[config.mk]
export PLATFORM = sky130hd
export DESIGN_NAME = dout_window_accum
export DESIGN_NICKNAME = d
export VERILOG_FILES = /design/src/rtl/dout_window_accum.sv
export SDC_FILE = /design/constraint.sdc
export NUM_CORES = 1
export LEC_CHECK = 0
export ABC_AREA = 1
export BUFFER_PORTS_ARGS = -buffer_cell sky130_fd_sc_hd__buf_2
export CORE_MARGIN = 5
export CORE_UTILIZATION = 55
export DETAILED_ROUTE_END_ITERATION = 7
export HOLD_SLACK_MARGIN = 0.02
export PLACE_DENSITY = 0.78
export SYNTH_ARGS = -nofsm -noshare
export SYNTH_HDL_FRONTEND = slang
export SYNTH_SLANG_ARGS = --single-unit
[constraint.sdc]
create_clock -name clk -period 1.87 [get_ports clk]
set_input_delay 0.374 -clock clk [delete_from_list [all_inputs] [get_ports clk]]
set_output_delay 0.374 -clock clk [all_outputs]
set_load 0.03 [all_outputs]
[src/rtl/dout_window_accum.sv]
// Window accumulator for the dout_data/dout_valid stream: each window of WINDOW
// valid samples yields {sum, max, min}, delivered through a 2-entry valid/ready FIFO.
module dout_window_accum #(
    parameter  int DWIDTH = 16,
    parameter  int WINDOW = 4,
    localparam int SWIDTH = DWIDTH + $clog2(WINDOW)
) (
    input  logic              clk,
    input  logic              rst,
    input  logic [DWIDTH-1:0] din_data,
    input  logic              din_valid,
    output logic [SWIDTH-1:0] dout_sum,
    output logic [DWIDTH-1:0] dout_max,
    output logic [DWIDTH-1:0] dout_min,
    output logic              dout_valid,
    input  logic              dout_ready,
    output logic              overflow
);

    localparam int CW = $clog2(WINDOW);
    localparam logic [CW-1:0] CNT_LAST = CW'(WINDOW - 1);

    // window accumulation state
    logic [CW-1:0]     cnt_q, cnt_d;
    logic [SWIDTH-1:0] acc_q, acc_d;
    logic [DWIDTH-1:0] max_q, max_d;
    logic [DWIDTH-1:0] min_q, min_d;

    // output fifo state
    logic [SWIDTH-1:0] sum_mem_q [0:1];
    logic [SWIDTH-1:0] sum_mem_d [0:1];
    logic [DWIDTH-1:0] max_mem_q [0:1];
    logic [DWIDTH-1:0] max_mem_d [0:1];
    logic [DWIDTH-1:0] min_mem_q [0:1];
    logic [DWIDTH-1:0] min_mem_d [0:1];
    logic              rd_ptr_q, rd_ptr_d;
    logic              wr_ptr_q, wr_ptr_d;
    logic [1:0]        count_q, count_d;
    logic              overflow_q, overflow_d;

    logic              win_done;
    logic              fifo_full;
    logic              fifo_pop;
    logic              fifo_push;
    logic              fifo_drop;
    logic [SWIDTH-1:0] sample_ext;

    always_comb begin
        sample_ext = SWIDTH'(din_data);
        win_done   = din_valid && (cnt_q == CNT_LAST);
        cnt_d      = cnt_q;
        acc_d      = acc_q;
        max_d      = max_q;
        min_d      = min_q;
        if (din_valid) begin
            if (cnt_q == '0) begin
                acc_d = sample_ext;
                max_d = din_data;
                min_d = din_data;
            end else begin
                acc_d = acc_q + sample_ext;
                if (din_data > max_q) max_d = din_data;
                if (din_data < min_q) min_d = din_data;
            end
            cnt_d = win_done ? '0 : cnt_q + CW'(1);
        end
    end

    // A full fifo still accepts a result when the head leaves on the same edge.
    always_comb begin
        fifo_full  = (count_q == 2'd2);
        fifo_pop   = (count_q != 2'd0) && dout_ready;
        fifo_push  = win_done && (!fifo_full || fifo_pop);
        fifo_drop  = win_done && fifo_full && !fifo_pop;

        sum_mem_d  = sum_mem_q;
        max_mem_d  = max_mem_q;
        min_mem_d  = min_mem_q;
        rd_ptr_d   = rd_ptr_q;
        wr_ptr_d   = wr_ptr_q;
        count_d    = count_q;
        overflow_d = overflow_q | fifo_drop;

        if (fifo_push) begin
            sum_mem_d[wr_ptr_q] = acc_d;
            max_mem_d[wr_ptr_q] = max_d;
            min_mem_d[wr_ptr_q] = min_d;
            wr_ptr_d            = ~wr_ptr_q;
        end
        if (fifo_pop) begin
            rd_ptr_d = ~rd_ptr_q;
        end
        case ({fifo_push, fifo_pop})
            2'b10:   count_d = count_q + 2'd1;
            2'b01:   count_d = count_q - 2'd1;
            default: count_d = count_q;
        endcase
    end

    always_ff @(posedge clk) begin
        if (rst) begin
            cnt_q      <= '0;
            acc_q      <= '0;
            max_q      <= '0;
            min_q      <= '0;
            for (int i = 0; i < 2; i++) begin
                sum_mem_q[i] <= '0;
                max_mem_q[i] <= '0;
                min_mem_q[i] <= '0;
            end
            rd_ptr_q   <= 1'b0;
            wr_ptr_q   <= 1'b0;
            count_q    <= 2'd0;
            overflow_q <= 1'b0;
        end else begin
            cnt_q      <= cnt_d;
            acc_q      <= acc_d;
            max_q      <= max_d;
            min_q      <= min_d;
            sum_mem_q  <= sum_mem_d;
            max_mem_q  <= max_mem_d;
            min_mem_q  <= min_mem_d;
            rd_ptr_q   <= rd_ptr_d;
            wr_ptr_q   <= wr_ptr_d;
            count_q    <= count_d;
            overflow_q <= overflow_d;
        end
    end

    assign dout_sum   = sum_mem_q[rd_ptr_q];
    assign dout_max   = max_mem_q[rd_ptr_q];
    assign dout_min   = min_mem_q[rd_ptr_q];
    assign dout_valid = (count_q != 2'd0);
    assign overflow   = overflow_q;

endmodule

Word level (Yosys, flattened, before mapping)
Cells that the tools add are included.
{"block": "word_totals", "ff_bits": 157, "in_bits": 20, "out_inout_bits": 52, "wordCells": 70}
{"block": "classes", "add_sub_neg": 4, "n_lt_le_gt_ge": 5, "eq_ne": 4, "n_mux": 26, "bitwise_logic": 5, "n_reduce_logical": 12}
{"op": "2-to-1 mux 16 bit", "n": 13}
{"op": "2-to-1 mux 18 bit", "n": 6}
{"op": "bitwise mux 32 bit", "n": 2}
{"op": "bitwise mux 36 bit", "n": 1}
{"op": "adder 18 x 16 -> 18 bit", "n": 1}
{"op": "demux 18 bit (select 1 bit)", "n": 1}
{"op": "demux 16 bit (select 1 bit)", "n": 1}
{"op": "greater-than comparator 16 bit", "n": 1}
{"op": "< comparator 16 bit", "n": 1}
{"op": "== test 2 bit (second input constant)", "n": 3}
{"op": "logical AND 1 bit", "n": 6}
{"op": "adder 2 x 1 -> 2 bit (second input constant)", "n": 2}
{"op": "greater-or-equal comparator 2 bit (second input constant)", "n": 2}
{"op": "inverter 1 -> 2 bit", "n": 2}
{"op": "case mux 2 bit (2 select lines)", "n": 1}
{"op": "nonzero test 2 bit", "n": 2}
{"op": "== test 2 x 1 -> 1 bit (second input constant)", "n": 1}
{"op": "zero test 1 bit", "n": 2}
{"op": "zero test 2 bit", "n": 1}
{"op": "< comparator 2 x 1 -> 1 bit (second input constant)", "n": 1}
{"op": "2-to-1 mux 2 bit", "n": 1}
{"op": "inverter 1 bit", "n": 2}
{"op": "subtractor 2 x 1 -> 2 bit (second input constant)", "n": 1}
{"op": "logical OR 1 bit", "n": 1}
{"op": "OR 1 bit", "n": 1}

Depth between registers and ports, before layout
{"block": "depth", "depth_word": 6, "depth_mapped": 18, "mapped_depth_nobuf": 17}

Worst setup path before layout
Ideal clock, no wire load.
{"block": "synth_path", "path_type": "input to register", "start": "input port din_data[7]", "end": "register max_mem_q[21] (netlist bit)", "setup_ps": 109, "arrival_time_ps": 1744, "required_ps": 1761, "slack_ps": 17, "path_stages": 13, "path_cell_list": "ha_1 -> a21o_1 -> nor2_1 -> nand2_1 -> nand2_1 -> nand2_1 -> nand2_1 -> nand2_2 -> buf_4 -> nand2_1 -> nand3_1 -> nand2_1 -> inv_1"}
{"block": "synth_between", "elab_chain_len": 5}
{"element": "start, declared", "line_no": "10", "source": "input logic [DWIDTH-1:0] din_data,"}
{"element": "greater-than comparator 16 bit", "line_no": "62", "source": "if (din_data > max_q) max_d = din_data;"}
{"element": "2-to-1 mux 16 bit", "line_no": "62"}
{"element": "2-to-1 mux 16 bit", "line_no": "56", "source": "if (cnt_q == '0) begin"}
{"element": "2-to-1 mux 16 bit", "line_no": "55", "source": "if (din_valid) begin"}
{"element": "bitwise mux 32 bit", "line_no": "86", "source": "max_mem_d[wr_ptr_q] = max_d;"}
{"element": "end signal, assigned", "line_no": "121", "source": "max_mem_q <= max_mem_d;"}
{"element": "end, declared", "line_no": "32", "source": "logic [DWIDTH-1:0] max_mem_q [0:1];"}
Every way passes these cells.
A chain may end at the register's enable or synchronous reset.

Worst setup path after layout
{"block": "layout_path", "start": "register max_q[12]", "end": "register max_mem_q[5] (netlist bit)"}
{"block": "layout_between", "elab_chain_len": 5}
{"element": "start, declared", "line_no": "26", "source": "logic [DWIDTH-1:0] max_q, max_d;"}
{"element": "start signal, assigned", "line_no": "118", "source": "max_q <= max_d;"}
{"element": "greater-than comparator 16 bit", "line_no": "62"}
{"element": "2-to-1 mux 16 bit", "line_no": "62"}
{"element": "2-to-1 mux 16 bit", "line_no": "56"}
{"element": "2-to-1 mux 16 bit", "line_no": "55"}
{"element": "bitwise mux 32 bit", "line_no": "86"}
Every way passes these cells.

==> results.cfg <==
[final_layout]
syn2layout_area_growth_pct = 39.8
finish.utilization = 0.784
multiInputGateArea_mm2 = 0.00582
drive_gt1_frac = 0.349
layout_common_cells = nand2_1, inv_1, dfxtp_1
nNetsFinal = 1508
final_common_cell = nand2_1
register_area_mm2 = 0.00319
fin_cells = 1638
nFillCells = 963

[timing]
finalCriticalPeriod_ns = 2.07
finClkSkew_ns = 0.0135
hold_viol_final = 0
worst_pin_slew_ns = 0.460
fin_ws_ns = -0.197
whs_ns = 0.228
rsz0062_at_grt = yes
relSlewSlack = 0.694
setup-violations-final = 111
period_share = 1.11
slew_violations = 0
clock.fmax_mhz = 484

[setup_path]
endpoint_kind = flop
critPathLaunchType = flop
ff2ff_path_depth = 13
r2r_setup_slack_ns = -0.20
reg2reg_to = max_mem_q[5]
crit_required_ns = 2.25
critPathLaunch = max_q[12]
crit_type = flop to flop
path_max_fanout = 8
worstPathArrival_ns = 2.45
r2r-start = max_q[12]

[clock_network]
cts_buffer_depth = 2
root_buffer = clkbuf_16
cts_hold_buf = 0
clk_transition_reported_paths_ns = 0.06
cts.sinks = 157
cts_made_buffers = 17
h-tree-depth = 4
clock_latency_ns = 0.45
cts_tree = built

[floorplan]
die_h_um = 135
die_w_um = 135
initial_core_util = 0.561
io_pins = 72
rows = 45
dieArea_mm2 = 0.0181
core_mm2 = 0.0152

[synth]
synth.distinct_cells = 35
synth-seq-cells = 157
ys_seq_area_frac = 0.368
syn_area_mm2 = 0.00853
synthesis.nets = 1379
syn_inst = 1308
ys_warn_count = 0
postSynthAreaPerCell_um2 = 6.52

[worst_hold_path]
holdCritPathClass = primary input to flop
whs_endpoint = rd_ptr_q
min_path_cells = 3
hold_start = dout_ready

[place]
dp.cells = 1584
place.gp.congestion = 0.952
dpl.hpwl_um = 16800
dp_slack_ns = -0.342
io_buffer_count = 71

[pwr]
p_leak_uw = 0.00555
powerDensity_mw_per_mm2 = 811
ir_worst_vdd_uv = 789

[route]
wl_um = 30800
dr.pass1.iters = 7
num_vias = 9399
viasPerCell = 5.74
wire_per_inst_um = 18.8
drtIter0Drc = 929
drc = 0
postRouteAntennaNets = 0

[flow_run]
maxCapViolCount = 0

[run_status]
violations = setup timing
status = finished with violations

[grt]
grt_pass1_vias = 7735
grt_pass1_wl_um = 38500
grt_use_total = 0.266
antenna_found_initial = 2
grt_overflow = 0
grt_max_degree = 54
[power by group]
group	total, uW	internal (uW)	switching [uW]	leakage [uW]
Clock	3640	2130	1500	0.000289
Combinational	2440	933	1510	0.00397
Sequential	3590	3490	109	0.00129
Total	9670	6550	3120	0.00555
[worst max-delay path: stages (launching register included)]
cell and delay [ns]:
dfxtp_2 0.34, inv_2 0.06, ha_4 0.27, nand4_1 0.20, nor2_4 0.21, nand2_1 0.10
nand2_2 0.14, nand2_8 0.11, buf_12 0.16, nand2_8 0.11, nand2_2 0.10, nand2_2 0.07
nand2_1 0.06, nand2_1 0.07
[cell usage after synthesis]
cell type | instances | area share
and2_1 | 2 | 0.0015
clkbuf_1 | 22 | 0.0097
buf_6 | 4 | 0.0053
o21a_1 | 2 | 0.0018
a21o_1 | 1 | 0.00088
buf_1 | 6 | 0.0026
dfxtp_1 | 157 | 0.37
a21oi_2 | 9 | 0.0092
o21ai_0 | 71 | 0.042
nand2_2 | 5 | 0.0037
nor2_4 | 2 | 0.0026
nand4_1 | 3 | 0.0022
fa_1 | 1 | 0.0023
o221ai_1 | 2 | 0.0021
inv_2 | 7 | 0.0031
nand3_1 | 99 | 0.058
nand3_2 | 1 | 0.0012
nor2_2 | 1 | 0.00073
buf_2 | 19 | 0.011
a211oi_1 | 1 | 0.00088
nor2_1 | 48 | 0.021
nand2_1 | 444 | 0.20
nand3b_1 | 1 | 0.00088
nand3_4 | 1 | 0.0021
a21oi_1 | 116 | 0.068
inv_1 | 199 | 0.088
o21bai_1 | 2 | 0.0018
buf_4 | 2 | 0.0018
o21ai_1 | 14 | 0.0082
o22ai_1 | 2 | 0.0015
nor3_1 | 5 | 0.0029
or2_2 | 4 | 0.0029
ha_1 | 50 | 0.073
a31oi_1 | 4 | 0.0029
nor4_1 | 1 | 0.00073
[how the worst max path moves through the flow]
stage                                to  slack [ns]  depth (start not counted)
after global placement    sum_mem_q[25]       -0.30                         10
after detailed placement  sum_mem_q[25]       -0.34                         10
after floorplan           max_mem_q[21]        0.02                         13
final                      max_mem_q[5]       -0.20                         13
after global routing      max_mem_q[23]       -0.27                         13
after CTS                   dout_sum[3]       -0.06                          4
[area by class of cell]
cell class | count | share of cell area
timing repair buffer | 162 | 0.109
inverter | 206 | 0.0652
antenna | 2 | 0.000420
tap | 188 | 0.0197
sequential | 157 | 0.267
clock inverter | 12 | 0.0136
multi-input combinational | 893 | 0.488
clock buffer | 18 | 0.0368
[cells by family after synthesis]
logic type               synth area share
AO/OA/AOI/OAI                       0.139
adder cells (fa/ha/maj)            0.0757
buffers and inverters               0.121
flip-flops                          0.368
AND/OR/NAND/NOR                     0.296
[layer usage]
| metal | global-route usage | wire length [um] | vias to the layer above |
|---|---|---|---|
| met3 | 0.0499 | 2800 | 167 |
| met2 | 0.419 | 14200 | 522 |
| li1 | - | - | 4379 |
| met1 | 0.364 | 11700 | 4331 |
| met5 | 0 | 0 | - |
| met4 | 0.0984 | 2030 | 0 |
[stage by stage]
step | setup TNS (ns) | instance area, um^2 | total power, uW
floorplan | 0 | 8530 | 4650
global placement | -24.38 | 9500 | 5170
detailed placement | -26.14 | 9500 | 5190
CTS | -0.109 | 10200 | 8770
global route | -18.76 | 11900 | 10000
finish | -9.11 | 11900 | 9670
[state kept, by name (all words and copies together) (netlist names)]
register / count
sum_mem_q: 36
overflow: 1
cnt_q: 2
min_q: 16
rd_ptr_q: 1
max_mem_q: 32
count_q: 2
min_mem_q: 32
acc_q: 18
wr_ptr_q: 1
max_q: 16
[what timing repair did]
action,in CTS,in global routing
pin swaps,3,74
endpoints found under the setup margin,67,156
hold endpoints to repair,0,0
setup buffers,0,18
resized for setup,25,353
cloned,1,3
(Power assumes the default switching activity.)
